$ cat config.mk
export PLATFORM = sky130hd
export DESIGN_NAME = ili_bus_arbiter
export DESIGN_NICKNAME = d
export VERILOG_FILES = /design/src/rtl/ili_bus_arbiter.sv
export SDC_FILE = /design/constraint.sdc
export NUM_CORES = 1
export LEC_CHECK = 0
export CAP_MARGIN = 30
export CORE_MARGIN = 2
export CORE_UTILIZATION = 42
export CTS_BUF_LIST = sky130_fd_sc_hd__clkbuf_16
export DETAILED_ROUTE_END_ITERATION = 10
export HOLD_SLACK_MARGIN = 0.08
export PLACE_DENSITY = 0.88
export SLEW_MARGIN = 30
export SYNTH_ARGS = -nofsm -noshare
export SYNTH_HDL_FRONTEND = slang
export SYNTH_SLANG_ARGS = --single-unit
$ cat constraint.sdc
create_clock -name clk -period 2.4 [get_ports clk]
set_input_delay 0.48 -clock clk [delete_from_list [all_inputs] [get_ports clk]]
set_output_delay 0.48 -clock clk [all_outputs]
set_load 0.1 [all_outputs]
$ cat src/rtl/ili_bus_arbiter.sv
// Round-robin owner of the single ILI9341 byte serializer: grants whole CS-low
// transactions to the init sequencer (r0) or the pixel writer (r1), then forces a CS-high guard.
module ili_bus_arbiter #(
  parameter int DW  = 8,
  parameter int GAP = 4,
  parameter int CW  = 8
) (
  input  logic          clk,
  input  logic          rst,
  input  logic          r0_cs,
  input  logic          r0_dc,
  input  logic [DW-1:0] r0_data,
  input  logic          r0_send,
  output logic          r0_sent,
  output logic          r0_gnt,
  input  logic          r1_cs,
  input  logic          r1_dc,
  input  logic [DW-1:0] r1_data,
  input  logic          r1_send,
  output logic          r1_sent,
  output logic          r1_gnt,
  output logic          cs,
  output logic          dc,
  output logic [DW-1:0] data,
  output logic          send,
  input  logic          sent,
  output logic          busy,
  output logic [CW-1:0] byte_cnt
);
  localparam int GW = $clog2(GAP + 1);

  typedef enum logic [1:0] {IDLE, GNT0, GNT1, GUARD} state_t;

  state_t                 state, state_n;
  logic                   last, inflight;
  logic [GW-1:0]          gcnt;
  logic [1:0]             rq_cs, rq_dc, rq_send, sentv, gntv;
  logic [1:0][DW-1:0]     rq_data;
  logic                   sel, granted, pending;

  assign rq_cs   = {r1_cs, r0_cs};
  assign rq_dc   = {r1_dc, r0_dc};
  assign rq_send = {r1_send, r0_send};
  assign rq_data = {r1_data, r0_data};

  assign sel     = (state == GNT1);
  assign granted = (state == GNT0) || (state == GNT1);
  // A byte counts as outstanding from the moment send is shown, so CS can never
  // rise underneath a byte the serializer has already latched.
  assign pending = inflight || rq_send[sel];

  assign r0_sent = sentv[0];
  assign r1_sent = sentv[1];
  assign r0_gnt  = gntv[0];
  assign r1_gnt  = gntv[1];
  assign busy    = (state != IDLE);

  always_comb begin
    state_n = state;
    cs      = 1'b1;
    dc      = 1'b1;
    data    = '0;
    send    = 1'b0;
    sentv   = 2'b00;
    gntv    = 2'b00;
    case (state)
      IDLE: begin
        if (!rq_cs[0] && (rq_cs[1] || last)) state_n = GNT0;
        else if (!rq_cs[1])                  state_n = GNT1;
      end
      GNT0, GNT1: begin
        cs         = rq_cs[sel] && !pending;
        dc         = rq_dc[sel];
        data       = rq_data[sel];
        send       = rq_send[sel];
        sentv[sel] = sent;
        gntv[sel]  = 1'b1;
        if (rq_cs[sel] && (!pending || sent)) state_n = GUARD;
      end
      GUARD: begin
        if (gcnt == GW'(1)) state_n = IDLE;
      end
      default: state_n = IDLE;
    endcase
  end

  always_ff @(posedge clk or negedge rst) begin
    if (!rst) begin
      state    <= IDLE;
      last     <= 1'b1;
      inflight <= 1'b0;
      gcnt     <= GW'(GAP);
      byte_cnt <= '0;
    end else begin
      state <= state_n;
      if (state == IDLE && state_n == GNT0) last <= 1'b0;
      if (state == IDLE && state_n == GNT1) last <= 1'b1;

      if (!granted || sent) inflight <= 1'b0;
      else if (send)        inflight <= 1'b1;

      if (state != GUARD && state_n == GUARD) gcnt <= GW'(GAP);
      else if (state == GUARD)                gcnt <= gcnt - GW'(1);

      if (state == IDLE && state_n != IDLE)             byte_cnt <= '0;
      else if (granted && sent && byte_cnt != {CW{1'b1}}) byte_cnt <= byte_cnt + CW'(1);
    end
  end
endmodule

==> run_results.csv <==
group,metric,value,unit
global_routing,grt_pass1_wl,5.40,mm
die,die_height,56.0,um
detailed_routing,drtIter0Drc,32,
detailed_routing,drc_errors,0,
global_routing,grt_use_total,21.9,%
die,coreArea,2520,sq um
global_routing,grt_pass1_vias,1174,
sta,skew,0.00515,ns
detailed_routing,via_per_inst,5.47,
clocking,clk_pin_slew,0.05,ns
clocking,cts_buffers,3,
die,ios,49,
final_layout,final_nets,207,
detailed_routing,wirelength,3.13,mm
sta,min_period,2.30,ns
worst_setup_path,cp.arrival,1.82,ns
detailed_routing,vias,1115,
clocking,root_buffer,"clkbuf_16",
synth,synthXorXnorAreaFrac,3.09,%
die,initial_utilization,44.9,%
clocking,cts_tree,"built",
worst_setup_path,critPathCaptureType,"primary output",
synth,avgSynthCellArea,9.29,sq um
worst_setup_path,critPathRequiredTime,1.92,ns
clocking,holdBufCountCts,0,
sta,finalSetupViolations,0,
sta,tightestPinTransition,0.701,ns
clocking,htree_levels,1,
run_status,status,"completed",
detailed_routing,firstDrtPassIters,4,
synth,ys_seq_area_share,33.3,%
detailed_routing,wl_per_cell,15.3,um
worst_setup_path,cp-start-kind,"flip-flop",
global_routing,grt_max_degree,17,
final_layout,areaGrowthSynthToFinish,75.3,%
synth,synth_top_family_by_area,"simple AND/OR/NAND/NOR gates",
sta,relSlewSlack,53.1,%
synth,netlist_instances,122,
clocking,cts_num_sinks,15,
placed_design,numPortBuffers,48,
min_path,hold_class,"flip-flop to flip-flop",
placed_design,globalplace.congestion,0.780,
synth,synth_edf_count,0,
synth,synthAdderAreaFrac,7.73,%
die,die-area,3130,sq um
synth,synth.distinct_cells,35,
worst_setup_path,crit_type,"flip-flop to primary output",
sta,slew_violations,0,
worst_setup_path,critical_path.reg2reg.startpoint,"state[0]",
global_routing,antenna_found_initial,0,
synth,synthFlopType,"dfrtp_1",
worst_setup_path,setup.worst_path.start,"state[1]",
synth,syn-cell-area,1130,sq um
placed_design,hpwl,2.49,mm
synth,synth_compound_area_share,14.8,%
sta,post-route-period-util,95.7,%
synth,yosys_warnings,0,
synth,muxShareOfSynthArea,10.6,%
clocking,clk_latency,0.25,ns
detailed_routing,postRouteAntennaNets,0,
synth,synth_simple_gate_area_share,26.3,%
sta,rsz0062_at_grt,"false",
synth,synth_seq_cells,15,
die,num_rows,18,
synth,async_flop_share,100,%
sta,finalSetupTns,0,ns
worst_setup_path,cp_max_fo,12,
min_path,holdCritStartpoint,"gcnt[0]",
final_layout,drive_gt1_share,32.2,%
synth,synthesis.nets,154,
sta,hold_violations,0,
sta,max_freq,0.435,GHz
run,cap_violations,0,
final_layout,antennaDiodeCount,0,
die,die_w,56.0,um
global_routing,globalRouteOverflowTotal,0,
clocking,cts_buffer_depth,2,
[metal layers]
metal | track usage [%] | share of wire (%)
met5 | 0 | 0
met4 | 11.2 | 3.3
met3 | 6.74 | 7.9
met2 | 36.7 | 49
met1 | 25.0 | 39
[through the flow]
step | util (%) | hold slack [ns] | instance area (sq um) | setup slack, ns | cells
after global placement | 75.4 | 0.503 | 1900 | 0.213 | 200
after CTS | 78.7 | 0.522 | 1980 | 0.0832 | 204
after floorplan | - | 0.184 | 1240 | 0.0204 | 122
after detailed placement | 75.4 | 0.515 | 1900 | 0.182 | 200
final | 78.8 | 0.520 | 1990 | 0.103 | 204
after global routing | 78.8 | 0.556 | 1990 | 0.0264 | 204
[kinds of logic (layout without fill, tap and decap cells)]
group           Yosys count  in the layout
buf+inv                  12             64
fa+ha+maj                 7              7
compound gates           23             23
flops                    15             15
simple gates             49             49
mux                      12             12
xor+xnor                  4              4
[layout by cell type, fill, tap and decap left out, types with 5 or more instances in the layout]
cell             Yosys  layout
nor2b_4              0      10
nor2_1               9       9
dfrtp_1             13      12
mux2i_1             12      12
buf_12               0      16
inv_1                8       7
ha_1                 7       5
nand2_1              7       6
nand4_1              7       7
clkdlybuf4s50_1      0      24
buf_4                0      11
[state kept, by name (all words and copies together) (netlist names)]
signal and cells:
gcnt 3, inflight 1, last 1, state 2
byte_cnt 8
[worst paths after layout]
| kind | endpoint | slack (ns) | cells after the start |
|---|---|---|---|
| worst min register to register | gcnt[0] | 0.52 | 1 |
| max in group asynchronous | state[1] | 1.26 | 1 |
| worst min-delay path | gcnt[0] | 0.52 | 1 |
| worst max register to register | gcnt[0] | 0.28 | 6 |
| min in group asynchronous | byte_cnt[2] | 0.66 | 1 |
| worst max-delay path | data[7] | 0.10 | 5 |
[layout make-up]
type                    instances  area, sq um
multi-input cells              95          813
repair buffers                 51          643
fillers                       151          536
flip-flops and latches         15          379
clock buffers                   3         75.1
well taps                      30         37.5
inverters                       9         33.8
clock inverters                 1         5.00
[critical path, stage by stage, from the launching register on]
cell and delay [ns]:
dfrtp_2 0.45, inv_1 0.13, ha_2 0.40, buf_4 0.21, nor2b_4 0.19, buf_12 0.18
[Yosys cell counts (2+ instances only)]
master,instances,share of area (%)
a211o_1,2,1.5
a211oi_1,2,1.3
a21oi_1,4,1.8
and2_1,4,2.2
and4_1,3,2.3
buf_2,2,0.88
dfrtp_1,13,29
dfstp_2,2,4.6
ha_1,7,7.7
inv_1,8,2.6
mux2i_1,12,11
nand2_1,7,2.3
nand2b_1,3,1.7
nand4_1,7,3.9
nor2_1,9,3.0
nor2b_1,11,6.1
o21ai_0,4,1.8
o22ai_1,3,1.7
xor2_1,3,2.3
[what timing repair did]
action                     4_1_cts  5_1_grt
buffers inserted                 0        0
gates resized for setup          1        1
pin swaps                        0        0
setup endpoints to repair       10        1
Power is not shown: default switching activity piles up to over one toggle a cycle in this logic, so the estimate is an artifact.
